===== src/rtl/str_bit_serializer.sv =====
// str_bit_serializer: buffers parallel words in a small FIFO and replays each
// one a bit per clock on out_bit, with an optional idle gap between words.
// Ports:
//   clk, resetn          clock, asynchronous active-low reset
//   in_data/in_len       word payload and bit count (0 or >WIDTH means WIDTH)
//   in_valid/in_ready    push handshake; in_ready is registered
//   flush                synchronous clear of FIFO and current word
//   out_bit/out_valid    serial data and data-bit qualifier (registered)
//   word_start/word_last first/last bit markers (registered)
//   fifo_count           FIFO occupancy
module str_bit_serializer #(
  parameter int unsigned WIDTH     = 8,
  parameter int unsigned DEPTH     = 4,
  parameter bit          MSB_FIRST = 1'b1,
  parameter bit          IDLE_BIT  = 1'b0,
  parameter int unsigned GAP       = 0
) (
  input  logic                   clk,
  input  logic                   resetn,
  input  logic [WIDTH-1:0]       in_data,
  input  logic [$clog2(WIDTH):0] in_len,
  input  logic                   in_valid,
  output logic                   in_ready,
  input  logic                   flush,
  output logic                   out_bit,
  output logic                   out_valid,
  output logic                   word_start,
  output logic                   word_last,
  output logic [$clog2(DEPTH):0] fifo_count
);

  localparam int unsigned LW      = $clog2(WIDTH) + 1;
  localparam int unsigned PW      = $clog2(DEPTH);
  localparam int unsigned CW      = PW + 1;
  localparam int unsigned GW      = 4;
  localparam bit          HAS_GAP = (GAP != 0);

  typedef struct packed {
    logic [LW-1:0]    len;
    logic [WIDTH-1:0] data;
  } entry_t;

  typedef enum logic [1:0] {
    ST_IDLE  = 2'd0,
    ST_SHIFT = 2'd1,
    ST_GAP   = 2'd2
  } state_t;

  state_t           state, state_n;
  entry_t           mem [DEPTH];
  entry_t           head, wr_entry;
  logic [PW-1:0]    rptr, wptr;
  logic [CW-1:0]    count, count_n;
  logic [WIDTH-1:0] sh, sh_n, aligned;
  logic [LW-1:0]    rem, rem_n;
  logic [GW-1:0]    gcnt;
  logic             push, empty, load, shift, gap_load, gap_dec;
  logic             out_bit_n, out_valid_n, word_start_n, word_last_n;

  assign push       = in_valid && in_ready && !flush;
  assign empty      = (count == '0);
  assign head       = mem[rptr];
  assign fifo_count = count;

  // Length normalisation at push: 0 or overflow becomes the full width
  always_comb begin
    wr_entry.data = in_data;
    wr_entry.len  = in_len;
    if (in_len == '0 || in_len > LW'(WIDTH)) wr_entry.len = LW'(WIDTH);
  end

  // FIFO storage (payload only, no reset needed)
  always_ff @(posedge clk) begin
    if (push) mem[wptr] <= wr_entry;
  end

  // Occupancy; in_ready follows the post-edge count so a full FIFO never accepts
  always_comb begin
    count_n = count;
    if (flush) count_n = '0;
    else       count_n = count + CW'(push) - CW'(load);
  end

  always_ff @(posedge clk or negedge resetn) begin
    if (!resetn) begin
      rptr     <= '0;
      wptr     <= '0;
      count    <= '0;
      in_ready <= 1'b1;
    end else begin
      count    <= count_n;
      in_ready <= (count_n < CW'(DEPTH));
      if (flush) begin
        rptr <= '0;
        wptr <= '0;
      end else begin
        if (push) wptr <= wptr + PW'(1);
        if (load) rptr <= rptr + PW'(1);
      end
    end
  end

  // Engine state register plus shift datapath and registered outputs
  always_ff @(posedge clk or negedge resetn) begin
    if (!resetn) begin
      state      <= ST_IDLE;
      sh         <= '0;
      rem        <= '0;
      gcnt       <= '0;
      out_bit    <= IDLE_BIT;
      out_valid  <= 1'b0;
      word_start <= 1'b0;
      word_last  <= 1'b0;
    end else begin
      state      <= state_n;
      sh         <= sh_n;
      rem        <= rem_n;
      out_bit    <= out_bit_n;
      out_valid  <= out_valid_n;
      word_start <= word_start_n;
      word_last  <= word_last_n;
      if (gap_load)     gcnt <= GW'(GAP - 1);
      else if (gap_dec) gcnt <= gcnt - GW'(1);
    end
  end

  // Next-state: rem counts bits still to come after the one on out_bit
  always_comb begin
    state_n  = state;
    load     = 1'b0;
    shift    = 1'b0;
    gap_load = 1'b0;
    gap_dec  = 1'b0;
    if (flush) begin
      state_n = ST_IDLE;
    end else begin
      case (state)
        ST_IDLE: begin
          if (!empty) begin
            load    = 1'b1;
            state_n = ST_SHIFT;
          end
        end
        ST_SHIFT: begin
          if (rem != '0) begin
            shift = 1'b1;
          end else if (HAS_GAP) begin
            gap_load = 1'b1;
            state_n  = ST_GAP;
          end else if (!empty) begin
            load = 1'b1;
          end else begin
            state_n = ST_IDLE;
          end
        end
        ST_GAP: begin
          if (gcnt != '0) begin
            gap_dec = 1'b1;
          end else if (!empty) begin
            load    = 1'b1;
            state_n = ST_SHIFT;
          end else begin
            state_n = ST_IDLE;
          end
        end
        default: state_n = ST_IDLE;
      endcase
    end
  end

  // Output/datapath next values; the word is aligned so the emitted bit is always at one end
  always_comb begin
    out_bit_n    = IDLE_BIT;
    out_valid_n  = 1'b0;
    word_start_n = 1'b0;
    word_last_n  = 1'b0;
    sh_n         = sh;
    rem_n        = rem;
    aligned      = MSB_FIRST ? (head.data << (LW'(WIDTH) - head.len)) : head.data;
    if (load) begin
      out_bit_n    = MSB_FIRST ? aligned[WIDTH-1] : aligned[0];
      sh_n         = MSB_FIRST ? (aligned << 1) : (aligned >> 1);
      rem_n        = head.len - LW'(1);
      out_valid_n  = 1'b1;
      word_start_n = 1'b1;
      word_last_n  = (head.len == LW'(1));
    end else if (shift) begin
      out_bit_n   = MSB_FIRST ? sh[WIDTH-1] : sh[0];
      sh_n        = MSB_FIRST ? (sh << 1) : (sh >> 1);
      rem_n       = rem - LW'(1);
      out_valid_n = 1'b1;
      word_last_n = (rem == LW'(1));
    end
  end

endmodule


===== config.mk =====
export PLATFORM = sky130hd
export DESIGN_NAME = str_bit_serializer
export DESIGN_NICKNAME = d
export VERILOG_FILES = /design/src/rtl/str_bit_serializer.sv
export SDC_FILE = /design/constraint.sdc
export NUM_CORES = 1
export LEC_CHECK = 0
export CORE_MARGIN = 10
export CORE_UTILIZATION = 45
export DETAILED_ROUTE_END_ITERATION = 7
export MAX_ROUTING_LAYER = met4
export PLACE_DENSITY = 0.66
export SYNTH_ARGS = -nofsm -noshare
export SYNTH_HDL_FRONTEND = slang
export SYNTH_SLANG_ARGS = --single-unit

===== constraint.sdc =====
create_clock -name clk -period 2.44 [get_ports clk]
set_input_delay 0.366 -clock clk [delete_from_list [all_inputs] [get_ports clk]]
set_output_delay 0.366 -clock clk [all_outputs]
set_load 0.01 [all_outputs]

==> results of run 1 <==
cells in the mapped netlist, types with 2 or more instances:
| library cell | count |
|---|---|
| mux2_2 | 5 |
| buf_6 | 2 |
| a21oi_1 | 11 |
| o22a_1 | 3 |
| clkinv_1 | 2 |
| ha_1 | 10 |
| a21oi_2 | 2 |
| clkbuf_1 | 2 |
| xnor2_1 | 3 |
| mux2i_1 | 10 |
| inv_1 | 12 |
| or3_1 | 2 |
| buf_2 | 3 |
| nand2b_1 | 3 |
| dfrtp_1 | 23 |
| nor2b_1 | 6 |
| o22ai_1 | 3 |
| nor3_1 | 3 |
| nand3_1 | 4 |
| nand2_1 | 8 |
| edfxtp_1 | 48 |
| mux4_2 | 11 |
| xor2_1 | 3 |
| nor2_1 | 15 |
| and2_1 | 4 |
| o21ai_0 | 5 |
registers in the layout, summed over array words and instances, names as in the netlist, 2 cells and up:
signal / count
fifo_count: 3
sh: 7
wptr: 2
mem: 48
rptr: 2
rem: 4
layout by cell type (no fill, tap or decap), types with 2 or more instances in the layout:
master	netlist	final
a21oi_1	11	10
a21oi_2	2	2
and2_1	4	4
buf_4	0	28
clkbuf_8	0	9
clkdlybuf4s50_1	0	23
clkinvlp_4	0	2
dfrtp_1	23	22
edfxtp_1	48	48
ha_1	10	10
inv_1	12	12
inv_6	0	2
inv_8	0	2
mux2_2	5	5
mux2i_1	10	10
mux4_2	11	11
nand2_1	8	8
nand2b_1	3	3
nand3_1	4	4
nor2_1	15	15
nor2b_1	6	6
nor3_1	3	3
o21ai_0	5	5
o22a_1	3	3
o22ai_1	3	3
or3_1	2	2
xnor2_1	3	3
xor2_1	3	3
where the power goes:
group          internal (mW)  leakage [nW]  switching [mW]
registers               1.50         0.737           0.133
logic                  0.837         0.702           0.782
clock network          0.391        0.0903           0.488
worst min path at each step:
stage	start	end	slack, ns
floorplan	resetn	fifo_count[0]	0.07
global placement	sh[1]	sh[1]	0.47
CTS	resetn	rem[0]	0.38
finish	resetn	fifo_count[0]	0.38
detailed placement	sh[7]	out_bit	0.47
global route	resetn	wptr[1]	0.40
cells by family (layout without fill, tap and decap cells):
logic type	after synthesis	after routing	synth area share, %
AO/OA/AOI/OAI	32	32	7.100
XOR/XNOR	7	7	2.100
adder cells (fa/ha/maj)	11	11	4.428
buffers and inverters	21	81	2.977
flip-flops	72	72	62.33
multiplexers	27	27	13.13
AND/OR/NAND/NOR	51	51	7.939
final cells by class:
class | instances | area share [%]
multi-input combinational | 128 | 28.77
clock inverter | 7 | 1.595
timing repair buffer | 51 | 11.01
tap | 99 | 3.096
sequential | 72 | 51.09
inverter | 14 | 1.345
clock buffer | 9 | 3.096
per-layer routing:
layer	global-route usage (%)	up-vias	part of all wire [%]
met5	-	-	0
met3	3.654	6	3.6
met1	13.84	952	46
met4	4.510	0	1.3
met2	18.22	30	49
li1	-	928	-
metrics by stage:
| step | hold WS (ns) | worst slack [ns] | instances |
|---|---|---|---|
| final | 0.3780 | 0.1272 | 380 |
| after global routing | 0.3994 | -0.003313 | 380 |
| after CTS | 0.3773 | 0.002220 | 378 |
| after detailed placement | 0.4676 | 0.02488 | 362 |
| after global placement | 0.4671 | 0.06870 | 362 |
| after floorplan | 0.07041 | -0.01870 | 221 |
repair_timing:
item,in CTS,in global routing
endpoints found under the setup margin,0,12
hold endpoints to repair,0,0
buffers inserted,0,2
gates resized for setup,0,2
==> metrics.md, run 1 <==
| Metric | Value |
|---|---|
| Number of synthesized flops with an enable pin | `48` |
| Critical path arrival | `approximately 2.6 ns` |
| Global-route wire length before repair | `about 9.9 mm` |
| Ratio of cells with drive above 1 in the final layout | `25.62%` |
| Register area share after synthesis | `around 62%` |
| Syn Area/Cell | `roughly 15 um^2` |
| Post-CTS Hold Buffers | `0` |
| R2r endpoint | `sh[4]` |
| Final Setup Violations | `0` |
| Synth warn | `0` |
| Yosys cell types | `44` |
| Worst path max stage delay | `around 0.42 ns` |
| Top_reg_cell synth | `edfxtp_1` |
| CP Launch Point | `rem[0]` |
| First-pass iteration count of the detailed router | `4` |
| Worst-path clk slew | `~0.08 ns` |
| Post-route minimum period | `~2.3 ns` |
| Core area | `7176 um^2` |
| Power per Cell Area | `~1000 nW/um^2` |
| Final clock skew | `~0.0094 ns` |
| Worst path cell trace | `inv_1, ha_1, or3b_4, buf_4, a211oi_4, buf_4, nand3_2, or3_1, a21oi_2` |
| Placer Congestion | `0.8296` |
| Worst Path Required | `between 2 and 3 ns` |
| Layout Nets | `303` |
| Status | `complete, no violations` |
| Final Cycle Share | `between 90% and 100%` |
| Crit-path most repeated cell | `buf_4` |
| CP Buf/Inv Count | `3` |
| P&R area growth vs syn | `22.06%` |
| Synth top area cells | `edfxtp_1 (44%), dfrtp_1 (18%), mux4_2 (7.6%), ha_1 (3.8%), mux2i_1 (3.1%)` |
| Largest net degree at the start of global routing | `25` |
| 1st-iter DRT viols | `59` |
| GR Overflow Total | `0` |
| Worst Tran Pin Value | `0.4268 ns` |
| Sink Count | `72` |
| Vias | `between 1500 and 2000` |
| Ys async rst share | `between 30% and 40%` |
| Setup CP Type | `flop to flop` |
| Htree depth | `3` |
| TNS Setup | `0 ns` |
| CP Capture Type | `flop` |
| Startpoint types | `flop` |
| Area share of the largest cell type after synthesis | `43.97%` |
| Std cell rows | `31` |
| Port Buf Inserts | `23` |
| CTS tree | `done` |
| Die outline area | `11100 um^2` |
| Fmax | `between 0.4 and 0.5 GHz` |
| Slowest stage cell, crit path | `or3_1` |
| Pins Over Slew Limit | `0` |
| Static Leakage | `1.530 nW` |
| Worst VDD drop | `0.4757 mV` |
| R2R Setup Slk | `~0.13 ns` |
| Syn nets | `roughly 250` |
| DRC | `0` |
| Yosys top cell by area | `edfxtp_1` |
| Initial core utilization | `45.68%` |
| Post-Syn Instances | `about 220` |
| Die outline width | `105.4 um` |
| Routed WL | `between 5 and 6 mm` |
| Max cap viols | `0` |
| Die height | `~110 um` |
| Worst-path fanout max | `7` |
| Multi-input gate area | `1151 um^2` |
| Worst hold-check path type | `primary input to asynchronous set/reset pin` |
| Top-Level Pins | `24` |
| End of the critical path | `sh[4]` |
| Remaining antenna violation count | `0` |
| Post-Syn Area | `roughly 3300 um^2` |
| Total inserted antenna cells | `0` |
| Placed wire-length estimate | `4.230 mm` |
| Delay-heaviest family, CP | `simple AND/OR/NAND/NOR gates` |
| Critical path depth | `9` |
| RSZ-0062 raised after global routing | `true` |
| Routed wire per std cell | `roughly 16 um` |
| Reg-to-Reg Start | `rem[0]` |
| Final Cell Area | `between 4000 and 5000 um^2` |
| Fill count | `~590` |
| Design Power | `between 4 and 5 mW` |
| Placed cell area | `between 3000 and 4000 um^2` |
| Root Buffer | `clkbuf_8` |
| Worst skew pair latency | `between 0.3 and 0.4 ns` |
| Initial antenna violation count | `0` |
| Seq cells post-synth | `72` |
| CTS Buf Count | `9` |
| Slew Limit Headroom | `71.33%` |
| R2R depth | `9` |
| Post-layout util | `55.76%` |
| Register area | `a little over 2000 um^2` |
| Clk buf depth | `2` |
| Final-report hold violation count | `0` |
| Vias per std cell | `roughly 5.0` |
| Number of global-route vias before repair | `~2000` |
| GRT Util Overall | `a little under an eighth` |
No activity file was read; power rests on OpenSTA's default activity.
==> inputs of run 2 (changes only) <==
Settings changed: CORE_ASPECT_RATIO set to 1.75.
==> metrics.md, run 2 (synthesis results as in run 1) <==
| Metric | Value |
|---|---|
| GR Overflow Total | `0 (unchanged)` |
| Routed WL | `6.134 mm (+3.3%)` |
| Status | `complete, no violations` |
| WL met1 | `2.268 mm (-17%)` |
| Final Setup Violations | `0 (unchanged)` |
| Htree depth | `3 (unchanged)` |
| Post-Place Cells | `348 (-3.9%)` |
| Std cell rows | `41 (+32%)` |
| Final-report hold violation count | `0 (unchanged)` |
| Ratio of cells with drive above 1 in the final layout | `24.55% (-1.1 points)` |
| Vias per std cell | `5.347 (+6.0%)` |
| Die outline width | `84.52 um (-20%)` |
| Pins Over Slew Limit | `0 (unchanged)` |
| Biggest register | `mem` |
| Port Buf Inserts | `23 (unchanged)` |
| Metal3 WL | `189 um (-11%)` |
| Post-route minimum period | `2.297 ns (-0.01557 ns)` |
| 1st-iter DRT viols | `69 (+17%)` |
| Layout Nets | `300 (-0.99%)` |
| Slew Limit Headroom | `69.19% (-2.1 points)` |
| Setup Buffers After CTS | `0 (unchanged)` |
| Power per Cell Area | `1153 nW/um^2 (+12%)` |
| Fmax | `0.4353 GHz (+0.68%)` |
| Initial antenna violation count | `0 (unchanged)` |
| Core area | `7182 um^2 (about the same)` |
| CP Capture Type | `flop` |
| Startpoint types | `flop` |
| DRC | `0 (unchanged)` |
| Static Leakage | `1.578 nW (+3.2%)` |
| Die height | `132.9 um (+26%)` |
| Worst skew pair latency | `0.33 ns (-0.02 ns)` |
| Max cap viols | `0 (unchanged)` |
| Slack of the critical path | `0.1427 ns (+0.01557 ns)` |
| Die outline area | `11230 um^2 (+1.2%)` |
| GRT Util Overall | `11.86% (+0.19 points)` |
| Worst Path Required | `2.70 ns (about the same)` |
| Final Cycle Share | `94.15% (-0.64 points)` |
| Worst hold-check path type | `primary input to asynchronous set/reset pin` |
| Vias | `1941 (+1.3%)` |
| Worst VDD drop | `0.8052 mV (+69%)` |
| RSZ-0062 raised after global routing | `false` |
| Routed wire per std cell | `16.90 um (+8.1%)` |
| Global-route wire length before repair | `10.24 mm (+3.0%)` |
| Commonest non-fill, non-tap cell in the layout | `edfxtp_1` |
| CTS tree | `done` |
| Placed wire-length estimate | `4.529 mm (+7.1%)` |
| Total inserted antenna cells | `0 (unchanged)` |
| Number of global-route vias before repair | `2143 (+7.4%)` |
| Most frequent cells in the layout | `edfxtp_1 (48), buf_4 (25), clkdlybuf4s50_1 (23), dfrtp_1 (22), nor2_1 (15)` |
| Worst Tran Pin Value | `0.4586 ns (+0.03181 ns)` |
| Worst-path clk slew | `0.06 ns (-0.02 ns)` |
| Final Non-Filler Cells | `363 (-4.5%)` |
| Clk buf depth | `2 (unchanged)` |
| Placer Congestion | `0.7949 (-4.2%)` |
| Highest metal layer with signal wires | `met4` |
| Final clock skew | `0.006426 ns (-0.003008 ns)` |
| First-pass iteration count of the detailed router | `4 (unchanged)` |
| Worst-path fanout max | `6 (-1)` |
| Met2 wire length | `3.435 mm (+18%)` |
| Dpl ws | `0.01560 ns (-0.009280 ns)` |
| Setup CP Type | `flop to flop` |
| Largest registers | `mem: 48 flops, sh: 7 flops, rem: 4 flops` |
| Sink Count | `72 (unchanged)` |
| CTS Buf Count | `9 (unchanged)` |
| Initial core utilization | `45.64% (about the same)` |
| P&R area growth vs syn | `25.65%` |
| Critical path arrival | `2.56 ns (-0.03 ns)` |
| Post-CTS Hold Buffers | `0 (unchanged)` |
| Largest register FFs | `48 (unchanged)` |
| Top-Level Pins | `24 (unchanged)` |
| Root Buffer | `clkbuf_16` |
| Largest net degree at the start of global routing | `25 (unchanged)` |
| Remaining antenna violation count | `0 (unchanged)` |
-- run 2: cell count changes in the layout (fill, tap and decap cells not counted) --
cell,change
inv_8,-2
bufinv_16,+3
clkbuf_8,-9
buf_4,-3
clkinv_4,-1
fa_1,-1
inv_6,-2
nand3_4,+1
clkbuf_16,+9
clkinv_1,+1
fa_2,+1
nand3_2,-1
-- run 2: through the flow --
stage	hold WS, ns	power, mW	util (%)	setup TNS [ns]	area, um^2
6_report	0.4001	4.749	57.35	0	4119
5_1_grt	0.4279	5.031	57.35	0	4119
4_1_cts	0.4064	4.790	57.20	0	4108
3_5_place_dp	0.4663	3.302	52.51	0	3771
3_3_place_gp	0.4585	3.272	52.51	0	3771
2_1_floorplan	0.07041	2.726	-	-0.01870	3291
-- run 2: final cells by class --
class / instances / area [um^2]
fillers: 591 / 3063
inverters: 14 / 53.80
repair buffers: 48 / 417.9
clock buffers: 9 / 225.2
multi-input cells: 128 / 1161
flip-flops and latches: 72 / 2044
well taps: 86 / 107.6
clock inverters: 6 / 108.9
-- run 2: repair_timing --
item | CTS | global route
endpoints found under the setup margin | 1 | 6
pin swaps | 1 | 0
gates resized for setup | 1 | 3
gates cloned | 0 | 0
-- run 2: where the power goes --
group	internal [mW]	switching (mW)	total [mW]	leakage, nW
combinational	0.834	0.820	1.65	0.686
clock	0.987	0.472	1.46	0.155
sequential	1.51	0.130	1.64	0.737
total	3.33	1.42	4.75	1.58
-- run 2: worst max-delay path: stages (launching register included) --
cell and delay (ns):
dfrtp_2 0.44, mux4_2 0.57, inv_1 0.10, ha_1 0.25
clkinv_2 0.09, mux2_2 0.34, or3_1 0.32, a21oi_2 0.12
-- run 2: worst paths after layout --
path,from,end,slack (ns),cells after the start
worst max-delay path,rptr[0],sh[3],0.14,7
worst min-delay path,resetn,word_last,0.40,2
worst max register to register,rptr[0],sh[3],0.14,7
worst min register to register,sh[1],sh[1],0.48,2
max in group asynchronous,resetn,in_ready,1.76,2
min in group clk,sh[1],sh[1],0.48,2
-- run 2: metal layers --
metal	vias to the layer above	GRT usage, %
met2	44	20.85
met4	0	7.077
met1	959	10.75
met3	17	3.749
met5	-	-
li1	921	-
==> inputs of run 3 (changes only) <==
Settings changed: CORE_ASPECT_RATIO 1.75 to 1.1.
==> metrics.md, run 3 (synthesis results as in run 1) <==
| Metric | Value |
|---|---|
| Vias per std cell | `5.281 (-1.2%)` |
| Setup CP Type | `flop to flop` |
| CTS tree | `done` |
| Register area | `2044 um^2 (unchanged)` |
| Sink Count | `72 (unchanged)` |
| CTS Buf Count | `9 (unchanged)` |
| Core area | `7047 um^2 (-1.9%)` |
| Worst Tran Pin Value | `0.4216 ns (-0.03701 ns)` |
| Placer Congestion | `0.8018 (+0.87%)` |
| Die outline width | `101.4 um (+20%)` |
| Dpl ws | `-0.06287 ns (-0.07847 ns)` |
| Multi-input gate area | `1154 um^2 (-0.65%)` |
| Ratio of cells with drive above 1 in the final layout | `25.54% (+0.99 points)` |
| Biggest register | `mem` |
| Slack of the critical path | `0.1376 ns (-0.005130 ns)` |
| Fill count | `582 (-1.5%)` |
| P&R area growth vs syn | `21.64%` |
| Slew Limit Headroom | `71.67% (+2.5 points)` |
| Power per Cell Area | `1069 nW/um^2 (-7.3%)` |
| Initial antenna violation count | `0 (unchanged)` |
| Worst Path Required | `2.72 ns (+0.02 ns)` |
| R2R Setup Slk | `0.14 ns (about the same)` |
| Metal3 WL | `208 um (+10%)` |
| Max cap viols | `0 (unchanged)` |
| Initial core utilization | `46.52% (+0.88 points)` |
| Top-Level Pins | `24 (unchanged)` |
| GR Overflow Total | `0 (unchanged)` |
| Worst-path clk slew | `0.09 ns (+0.03 ns)` |
| Most frequent cells in the layout | `edfxtp_1 (48), buf_4 (25), clkdlybuf4s50_1 (23), dfrtp_1 (22), nor2_1 (15)` |
| GRT Util Overall | `11.80% (-0.065 points)` |
| Critical path arrival | `2.59 ns (+0.03 ns)` |
| Largest register FFs | `48 (unchanged)` |
| Largest registers | `mem: 48 flops, sh: 7 flops, rem: 4 flops` |
| Layout Nets | `300 (unchanged)` |
| Htree depth | `3 (unchanged)` |
| Met2 wire length | `2.969 mm (-14%)` |
| Final-report hold violation count | `0 (unchanged)` |
| RSZ-0062 raised after global routing | `false` |
| Root Buffer | `clkbuf_8` |
| Worst VDD drop | `0.5016 mV (-38%)` |
| Final Setup Violations | `0 (unchanged)` |
| Worst-path fanout max | `5 (-1)` |
| Post-route minimum period | `2.302 ns (+0.005130 ns)` |
| Port Buf Inserts | `23 (unchanged)` |
| Clk buf depth | `2 (unchanged)` |
| First-pass iteration count of the detailed router | `4 (unchanged)` |
| Vias | `1917 (-1.2%)` |
| WL met1 | `2.714 mm (+20%)` |
| Die outline area | `11100 um^2 (-1.2%)` |
| Static Leakage | `1.531 nW (-3.0%)` |
| DRC | `0 (unchanged)` |
| Final Cycle Share | `94.36% (+0.21 points)` |
| Worst hold-check path type | `primary input to asynchronous set/reset pin` |
| Final clock skew | `0.01123 ns (+0.004808 ns)` |
| 1st-iter DRT viols | `80 (+16%)` |
| Placed wire-length estimate | `4.241 mm (-6.4%)` |
| CP Capture Type | `flop` |
| Total inserted antenna cells | `0 (unchanged)` |
| Largest net degree at the start of global routing | `25 (unchanged)` |
| Worst skew pair latency | `0.36 ns (+0.03 ns)` |
| Status | `complete, no violations` |
| Std cell rows | `32 (-22%)` |
| Commonest non-fill, non-tap cell in the layout | `edfxtp_1` |
| Worst path max stage delay | `0.57 ns (about the same)` |
| Global-route wire length before repair | `9.832 mm (-4.0%)` |
| Post-CTS Hold Buffers | `0 (unchanged)` |
| Startpoint types | `flop` |
| Remaining antenna violation count | `0 (unchanged)` |
| Fmax | `0.4343 GHz (-0.22%)` |
| Setup Buffers After CTS | `0 (unchanged)` |
| Highest metal layer with signal wires | `met4` |
| Hold WS | `0.3668 ns (-0.03326 ns)` |
| Die height | `109.5 um (-18%)` |
| Routed wire per std cell | `16.45 um (-2.6%)` |
| Slowest stage cell, crit path | `mux4_2` |
| Routed WL | `5.973 mm (-2.6%)` |
| Worst path cell trace | `mux4_2, inv_1, ha_1, clkinv_2, mux2_2, or3_1, a21oi_2` |
| Pins Over Slew Limit | `0 (unchanged)` |
| Number of global-route vias before repair | `1951 (-9.0%)` |
| Design Power | `4.261 mW (-10%)` |
[run 3: cell types whose count changed in the layout (fill, tap and decap cells not counted)]
cell and delta:
bufinv_16 -2, clkbuf_16 -9, clkbuf_8 +9, clkinv_1 -1, clkinv_4 +2, clkinvlp_4 -2
inv_1 -1, inv_2 +1, inv_6 +2, inv_8 +2, nand3_2 +1, nand3_4 -1
[run 3: path summary, 6_finish.rpt]
check / startpoint / end / cells after the start
max: rptr[0] / sh[3] / 7
min: resetn / rem[3] / 2
max reg2reg: rptr[0] / sh[3] / 7
min reg2reg: sh[1] / sh[1] / 2
max in group asynchronous: resetn / in_ready / 2
min in group clk: sh[1] / sh[1] / 2
[run 3: worst max-delay path, delay by kind of cell (launching register included)]
kind / cells / cell delay, ns
flip-flops: 1 / 0.44
buffers and inverters: 2 / 0.19
AO/OA/AOI/OAI: 1 / 0.12
multiplexers: 2 / 0.92
AND/OR/NAND/NOR: 1 / 0.32
adder cells (fa/ha/maj): 1 / 0.25
[run 3: metrics by stage]
stage	instances	TNS, ns	area [um^2]	utilization, %
global route	363	0	3988	56.59
finish	363	0	3988	56.59
global placement	347	0	3770	53.50
floorplan	221	-0.01870	3291	-
CTS	363	0	3984	56.53
detailed placement	347	-0.07855	3770	53.50
[run 3: timing repair]
item / CTS / global route
cloned: 0 / 0
gates resized for setup: 1 / 3
pin swaps: 0 / 3
endpoints found under the setup margin: 2 / 7
[run 3: final cells by class]
cell class | instances | share of cell area, %
Timing Repair Buffer | 48 | 10.48
Clock inverter | 7 | 2.196
Inverter | 14 | 1.349
Sequential cell | 72 | 51.27
Multi-Input combinational cell | 128 | 28.93
Clock buffer | 9 | 3.106
Tap cell | 85 | 2.667
[run 3: routing by layer]
layer,GRT usage (%),up-vias
li1,-,925
met1,14.26,951
met2,18.10,37
met3,3.327,4
met4,5.179,0
met5,-,-
[run 3: power by group]
group          internal, mW  switching (mW)  total, mW
Combinational         0.834           0.798       1.63
Clock                 0.497           0.506       1.00
Sequential             1.50           0.123       1.63
Total                  2.83            1.43       4.26
